## config.mk

```make
export PLATFORM = sky130hd
export DESIGN_NAME = instruction_fetch_unit
export DESIGN_NICKNAME = d
export VERILOG_FILES = /design/src/rtl/fetch_pkg.sv /design/src/rtl/instruction_fetch_unit.sv
export SDC_FILE = /design/constraint.sdc
export NUM_CORES = 1
export LEC_CHECK = 0
export ABC_AREA = 1
export BUFFER_PORTS_ARGS = -buffer_cell sky130_fd_sc_hd__buf_2
export CORE_AREA = 2 2 166 87
export CTS_CLUSTER_SIZE = 30
export DETAILED_ROUTE_END_ITERATION = 12
export DIE_AREA = 0 0 168 89
export PLACE_DENSITY = 0.79
export SYNTH_ARGS = -nofsm -noshare
export SYNTH_HDL_FRONTEND = slang
export SYNTH_SLANG_ARGS = --single-unit
```

## constraint.sdc

```tcl
create_clock -name i_clk -period 5.58 [get_ports i_clk]
set_input_delay 0.279 -clock i_clk [delete_from_list [all_inputs] [get_ports i_clk]]
set_output_delay 0.279 -clock i_clk [all_outputs]
set_load 0.05 [all_outputs]
```

## src/rtl/fetch_pkg.sv

```systemverilog
// ---------------------------------------------------------------------------
// fetch_pkg
// Shared definitions for the instruction fetch unit: the sequencer state
// encoding, the instruction word width and the default reset PC.
// ---------------------------------------------------------------------------
package fetch_pkg;

    // Sequencer states: BOOT spends one edge after reset before any fetch,
    // RUN fetches and handles redirects, FAULT is sticky until reset.
    typedef enum logic [1:0] {
        BOOT  = 2'd0,
        RUN   = 2'd1,
        FAULT = 2'd2
    } fetch_state_e;

    localparam int          INSTR_W          = 32;
    localparam logic [31:0] DEFAULT_RESET_PC = 32'h0000_0000;

endpackage

```

## src/rtl/instruction_fetch_unit.sv

```systemverilog
// ---------------------------------------------------------------------------
// instruction_fetch_unit
// Owns the program counter, presents it as the byte address of a
// combinational instruction memory, and registers each fetched word into an
// IF/ID stage handed to decode with a valid/ready handshake. Redirects from
// execute reload the PC and squash the held word; an illegal fetch address
// (misaligned or beyond the memory depth) parks the unit in a sticky fault.
//
// Ports:
//   i_clk              clock, rising edge
//   i_rst              asynchronous active-high reset
//   o_imemAddress      byte address to instruction memory (the PC)
//   i_imemInstruction  combinational read data for o_imemAddress
//   i_redirectValid    one-cycle redirect request from execute
//   i_redirectTarget   byte target of the redirect
//   o_outValid         IF/ID register holds a valid instruction
//   i_outReady         decode accepts when o_outValid & i_outReady
//   o_outInstruction   registered instruction word
//   o_outPC            byte address of o_outInstruction
//   o_outPCPlus4       o_outPC + 4
//   o_fetchFault       sticky illegal-fetch flag
//   o_fetchCount       instructions accepted by decode (wraps)
// ---------------------------------------------------------------------------
module instruction_fetch_unit
    import fetch_pkg::*;
#(
    parameter logic [31:0] RESET_PC   = DEFAULT_RESET_PC,
    parameter int          IMEM_WORDS = 128
) (
    input  logic               i_clk,
    input  logic               i_rst,
    output logic [31:0]        o_imemAddress,
    input  logic [INSTR_W-1:0] i_imemInstruction,
    input  logic               i_redirectValid,
    input  logic [31:0]        i_redirectTarget,
    output logic               o_outValid,
    input  logic               i_outReady,
    output logic [INSTR_W-1:0] o_outInstruction,
    output logic [31:0]        o_outPC,
    output logic [31:0]        o_outPCPlus4,
    output logic               o_fetchFault,
    output logic [31:0]        o_fetchCount
);

    // Range checks compare word indices, so an address that wrapped past
    // 2^32 still lands outside the memory and is reported as a fault.
    localparam logic [29:0] WORD_LIMIT = 30'(IMEM_WORDS);

    fetch_state_e       r_state;
    fetch_state_e       w_nextState;
    logic [31:0]        r_pc;
    logic               r_outValid;
    logic [INSTR_W-1:0] r_outInstruction;
    logic [31:0]        r_outPC;
    logic [31:0]        r_outPCPlus4;
    logic [31:0]        r_fetchCount;

    logic               w_load;
    logic               w_pcOutOfRange;
    logic               w_targetIllegal;
    logic               w_doFetch;
    logic               w_doRedirect;
    logic               w_squash;

    assign w_load          = !r_outValid || i_outReady;
    assign w_pcOutOfRange  = (r_pc[31:2] >= WORD_LIMIT);
    assign w_targetIllegal = (i_redirectTarget[1:0] != 2'b00) ||
                             (i_redirectTarget[31:2] >= WORD_LIMIT);

    // State register.
    always_ff @(posedge i_clk or posedge i_rst) begin
        if (i_rst) begin
            r_state <= BOOT;
        end else begin
            r_state <= w_nextState;
        end
    end

    // Next-state and datapath control. In RUN a redirect outranks the
    // out-of-range check, which outranks an ordinary fetch; with none of
    // them active the stage simply stalls.
    always_comb begin
        w_nextState  = r_state;
        w_doFetch    = 1'b0;
        w_doRedirect = 1'b0;
        w_squash     = 1'b0;
        case (r_state)
            BOOT: begin
                w_nextState = RUN;
            end
            RUN: begin
                if (i_redirectValid) begin
                    w_squash = 1'b1;
                    if (w_targetIllegal) begin
                        w_nextState = FAULT;
                    end else begin
                        w_doRedirect = 1'b1;
                    end
                end else if (w_load && w_pcOutOfRange) begin
                    w_squash    = 1'b1;
                    w_nextState = FAULT;
                end else if (w_load) begin
                    w_doFetch = 1'b1;
                end
            end
            FAULT: begin
                w_squash = 1'b1;
            end
            default: begin
                w_nextState = BOOT;
            end
        endcase
    end

    // PC, IF/ID stage and accepted-instruction counter. The counter looks
    // only at the handshake, so a word taken by decode on the same edge as
    // a squashing redirect is still counted.
    always_ff @(posedge i_clk or posedge i_rst) begin
        if (i_rst) begin
            r_pc             <= RESET_PC;
            r_outValid       <= 1'b0;
            r_outInstruction <= '0;
            r_outPC          <= '0;
            r_outPCPlus4     <= '0;
            r_fetchCount     <= '0;
        end else begin
            if (r_outValid && i_outReady) begin
                r_fetchCount <= r_fetchCount + 32'd1;
            end
            if (w_doRedirect) begin
                r_pc <= i_redirectTarget;
            end else if (w_doFetch) begin
                r_pc             <= r_pc + 32'd4;
                r_outInstruction <= i_imemInstruction;
                r_outPC          <= r_pc;
                r_outPCPlus4     <= r_pc + 32'd4;
            end
            if (w_doFetch) begin
                r_outValid <= 1'b1;
            end else if (w_squash) begin
                r_outValid <= 1'b0;
            end
        end
    end

    assign o_imemAddress    = r_pc;
    assign o_outValid       = r_outValid;
    assign o_outInstruction = r_outInstruction;
    assign o_outPC          = r_outPC;
    assign o_outPCPlus4     = r_outPCPlus4;
    assign o_fetchFault     = (r_state == FAULT);
    assign o_fetchCount     = r_fetchCount;

endmodule

```

== Word-level counts from Yosys, hierarchy flattened ==
Index checks and enable logic that the tools add are counted.
W data, S select, Z words.
Operators by class
  divide/modulo/power cells: 0
  bitwise gates (word level): 2
  eq/ne operators: 4
  reductions and logical operators: 11
  order comparisons: 2
  multipliers: 0
  add/sub/neg operators: 2
  shift operators: 0
  multiplexer cells: 18
Operators with widths (count)
  $mux W32: 2
  $ge A30 B8 Y1 const B: 2
  $add A32 B1 Y32 const B: 1
  $add A32 B3 Y32 const B: 1
  $mux W1: 11
  $mux W2: 3
  $ne A3 B3 Y1 const B: 2
  $pmux W2 S3: 1
  $reduce_bool A2 Y1: 3
  $reduce_and A3 Y1: 1
  $eq A2 B1 Y1 const B: 1
  $eq A2 B2 Y1 const B: 1
  $logic_and A1 B1 Y1: 2
  $logic_not A2 Y1: 1
  $logic_or A1 B1 Y1: 2
  $not A1 Y1: 2
  $pmux W1 S2: 1
  $reduce_and A2 Y1: 1
  $logic_not A1 Y1: 1
Word-level totals
  bits in registers: 163
  memories: 0
  input port bits: 68
  latch bits: 0
  memory bits (writable): 0
  ROM bits: 0

== Depth between registers and ports, before layout ==
  word-level depth: 8
  depth in mapped cells: 11

== Least setup slack after synthesis ==
No wires, ideal clock.
  path type: reg2reg
  start point: register r_fetchCount[1], in the netlist o_fetchCount[1]
  end point: register r_fetchCount[30], in the netlist o_fetchCount[30]
  arrival time: 1755 ps
  slack: 3743 ps
  clock period less this slack: 1837 ps
  path buffers: 0
  stages on the path, launching flop included: 9
  setup time: 82 ps
  cells stage by stage: dfrtp_1 -> ha_1 -> nand3_1 -> nor2_1 -> nand2_1 -> nor2_2 -> nand3_1 -> nor3_2 -> xor2_1
Between the ends
  longest elaborated chain between the ends: 1
RTL lines
  start: declaration: RTL line instruction_fetch_unit.sv:56  | logic [31:0] r_fetchCount;
  start signal: assignment: RTL line instruction_fetch_unit.sv:128  | r_fetchCount <= r_fetchCount + 32'd1;
  $add A32 B1 Y32: RTL line instruction_fetch_unit.sv:128
Every way passes these cells.
A chain may end at the register's enable or synchronous reset.

== Worst setup path in the final report ==
  start point: register r_state[1]
  end point: register r_outInstruction[7], in the netlist o_outInstruction[7]
Between the ends
  longest elaborated chain between the ends: 4
RTL lines
  start: declaration: RTL line instruction_fetch_unit.sv:49  | fetch_state_e r_state;
  start signal: assignment: RTL line instruction_fetch_unit.sv:75  | r_state <= w_nextState;
  $eq A2 B1 Y1 (*): RTL line instruction_fetch_unit.sv:87  | case (r_state)
  $mux W1: RTL line instruction_fetch_unit.sv:87
  $not A1 Y1 (no source line)
  $reduce_and A2 Y1 (no source line) (*)
  end signal: assignment: RTL line instruction_fetch_unit.sv:134  | r_outInstruction <= i_imemInstruction;
  end: declaration: RTL line instruction_fetch_unit.sv:53  | logic [INSTR_W-1:0] r_outInstruction;
Every way passes the cells marked *; elsewhere a longest branch is shown, timed or not.

==> impl_results.md <==
- Top Metal Used: met4
- DR WL/cell: 12.9 µm
- Mux cell area share after synthesis: 0
- Nets: 1,043
- Synth Flop Type: dfrtp_1
- Adder-Cell Fraction of Synth Area: 0.0114
- I/O Pins: 230
- Tot GR Track Use: 0.204
- Root Driver: clkbuf_16
- Largest family of logic cells by synthesized area: simple AND/OR/NAND/NOR gates
- Share of the clock period used by the worst path: 0.508
- Top cells by area, synth: dfrtp_1 (61%), nand2_1 (12%), nor2_1 (7.1%)
- Final WL: 15,000 µm
- Post-synthesis cell area: 6610 µm²
- Seq/Total Area, Yosys: 0.610
- Total number of yosys warnings: 0
- Initial drt markers: 273
- First-pass GRT wire length: 24,300 µm
- Worst-skew pair later-pin latency: 0.41 ns
- CP required: 5.92 ns
- Pre-antenna DRT Iters: 5
- Leading area contributor after synthesis: dfrtp_1
- Seq cells post-synth: 161
- Clk sinks: 161
- Slew Limit Headroom: 0.369
- Vias/cell: 4.59
- Synth top area share: 0.610
- Initial antenna violation count: 0
- Most common cell in the netlist: nand2_1
- R2r worst-path depth: 10
- Fin Setup TNS: 0 ns
- Worst min path class: in -> async
- Fmax: 0.353 GHz
- Complex-gate fraction of the synthesized area: 0.00946
- Longest Clk Path Bufs: 2
- Synth cell types: 27
- Gp weighted congestion: 0.775
- Ant diodes: 0
- # Post-CTS Setup Buffers: 0
- Finished Layout Cells: 1,158
- CP endpoint kind: flop
- Cells after DPL: 1,126
- Via Count: 5,319
- Inserted Clock Buffers: 17
- Synth Area in XOR/XNOR: 0.0411
- Worst Clk Skew: 0.0156 ns
- DRC violations left: 0
- Mapped Cells: 739
- Worst VDD drop: 197 µV
- Unrepaired setup endpoints after global routing: no
- Post-layout util: 0.635
- Clock slew at reported path FFs: 0.07 ns
- Rows: 30
- Setup Viol. Count Final: 0
- IO Port Bufs: 229
- Chip Height: 89 µm
- Startpoint types: flop
- Syn Area/Cell: 8.94 µm²
- Fillcell total: 1,188
- Fin. max-slew vios: 0
- # resized after CTS: 0
- Overflow after GRT: 0
- Power per cell area: 274 nW/µm²
- Post-DP HPWL: 10,800 µm
- Hold Buf Count CTS: 0
- Simple-gate portion of the synthesized area: 0.249
- M1 wire length: 6590 µm
- CP max FO: 64
- Die area: 15,000 µm²
- Max-cap check violation count: 0
- Antenna viol nets, final: 0
- Die Width: 168 µm
- Period minus WS final: 2.83 ns
- Core ar.: 13,300 µm²
- Maximum number of pins on one net before global-route repair: 86
- Worst slew pin tran: 0.946 ns
- Syn_nets: 813
- Layout area overhead: 28.1%
- Fraction of layout instances using a drive strength above 1: 0.293
- Crit path DAT: 3.17 ns
- Post-synth top cells: nand2_1 (204), dfrtp_1 (161), nor2_1 (125), inv_1 (107), nand3_1 (26)
- Hold Fails Final Rpt: 0
- Fraction of registers with async set or reset after synthesis: 1.00
- # H-tree levels: 4
- Starting Density: 0.496
- Leakage: 4.88 nW
- Outcome: complete, no violations
- Vias in the first global route: 5,110
- CTS tree: built
- Crit Path Class: reg -> reg
- Met3 Wirelength: 644 µm
- Met2 wire length: 7500 µm
- Number of synthesized flops with an enable pin: 0
sequential cells by signal (all words and copies together), names as in the netlist:
signal            flops
o_outInstruction     32
o_outPCPlus4         30
o_imemAddress        32
r_state               2
o_outValid            1
o_outPC              32
o_fetchCount         32
kinds of logic (layout without fill, tap and decap cells):
family	after synthesis	after routing
AND/OR/NAND/NOR	395	395
flip-flops	161	161
buffers and inverters	134	377
XOR/XNOR	31	31
AO/OA/AOI/OAI	12	12
adder cells (fa/ha/maj)	6	6
final timing paths:
| check | from | to | slack (ns) |
|---|---|---|---|
| worst min-delay path | i_rst | o_outInstruction[9] | 0.004 |
| min in group i_clk | i_imemInstruction[31] | o_outInstruction[31] | 0.05 |
| worst min register to register | o_outPCPlus4[7] | o_outPCPlus4[7] | 0.47 |
| max in group asynchronous | i_rst | o_imemAddress[0] | 4.15 |
| worst max-delay path | r_state[1] | o_outInstruction[7] | 2.75 |
| worst max register to register | r_state[1] | o_outInstruction[7] | 2.75 |
layer usage:
layer	track usage	vias up
li1	-	2658
met1	0.249	2529
met2	0.362	113
met3	0.0487	19
met4	0.0791	0
met5	0	-
power by group:
part           leakage, nW     switching [W]  internal (W)
Sequential            1.84  0.00000000000702       0.00117
Clock                0.264          0.000517      0.000592
Combinational         2.77         0.0000300     0.0000181
Total                 4.88          0.000547       0.00178
worst max-delay path, cell delays in order (launching register included):
cell and delay (ns):
dfrtp_1 0.39, inv_1 0.08, ha_1 0.24, nand2_1 0.08
nor2_1 0.12, nand2_2 0.06, buf_4 0.30, inv_2 0.78
buf_4 0.48, nand2_1 0.09, nand2_1 0.08
layout by cell type (no fill, tap or decap), drive strengths merged:
master    count
buf         232
nand2       212
dfrtp       161
nor2        130
inv         122
nand3        27
xor2         21
clkbuf       17
nand4        12
o21ai        11
nor3         11
xnor2        10
ha            6
clkinvlp      5
and2          1
nor3b         1
nor4          1
o211ai        1
clkinv        1
cell type report:
cell class / instances / area (µm²) / area share
Inverter: 113 / 429 / 0.0507
Clock inverter: 15 / 143 / 0.0168
Timing Repair Buffer: 232 / 1170 / 0.138
Clock buffer: 17 / 425 / 0.0502
Sequential cell: 161 / 4030 / 0.476
Multi-Input combinational cell: 444 / 2050 / 0.242
Tap cell: 176 / 220 / 0.0260
stage by stage:
stage          area (µm²)  total power (W)  hold slack [ns]  worst slack (ns)
2_1_floorplan        6610          0.00121            0.389             0.953
3_3_place_gp         7900          0.00124            0.457              2.83
3_5_place_dp         7900          0.00124            0.460              2.76
4_1_cts              8470          0.00235           0.0324              2.75
5_1_grt              8470          0.00241           0.0397              2.50
6_report             8470          0.00232          0.00415              2.75
No activity file was read; power rests on OpenSTA's default activity.
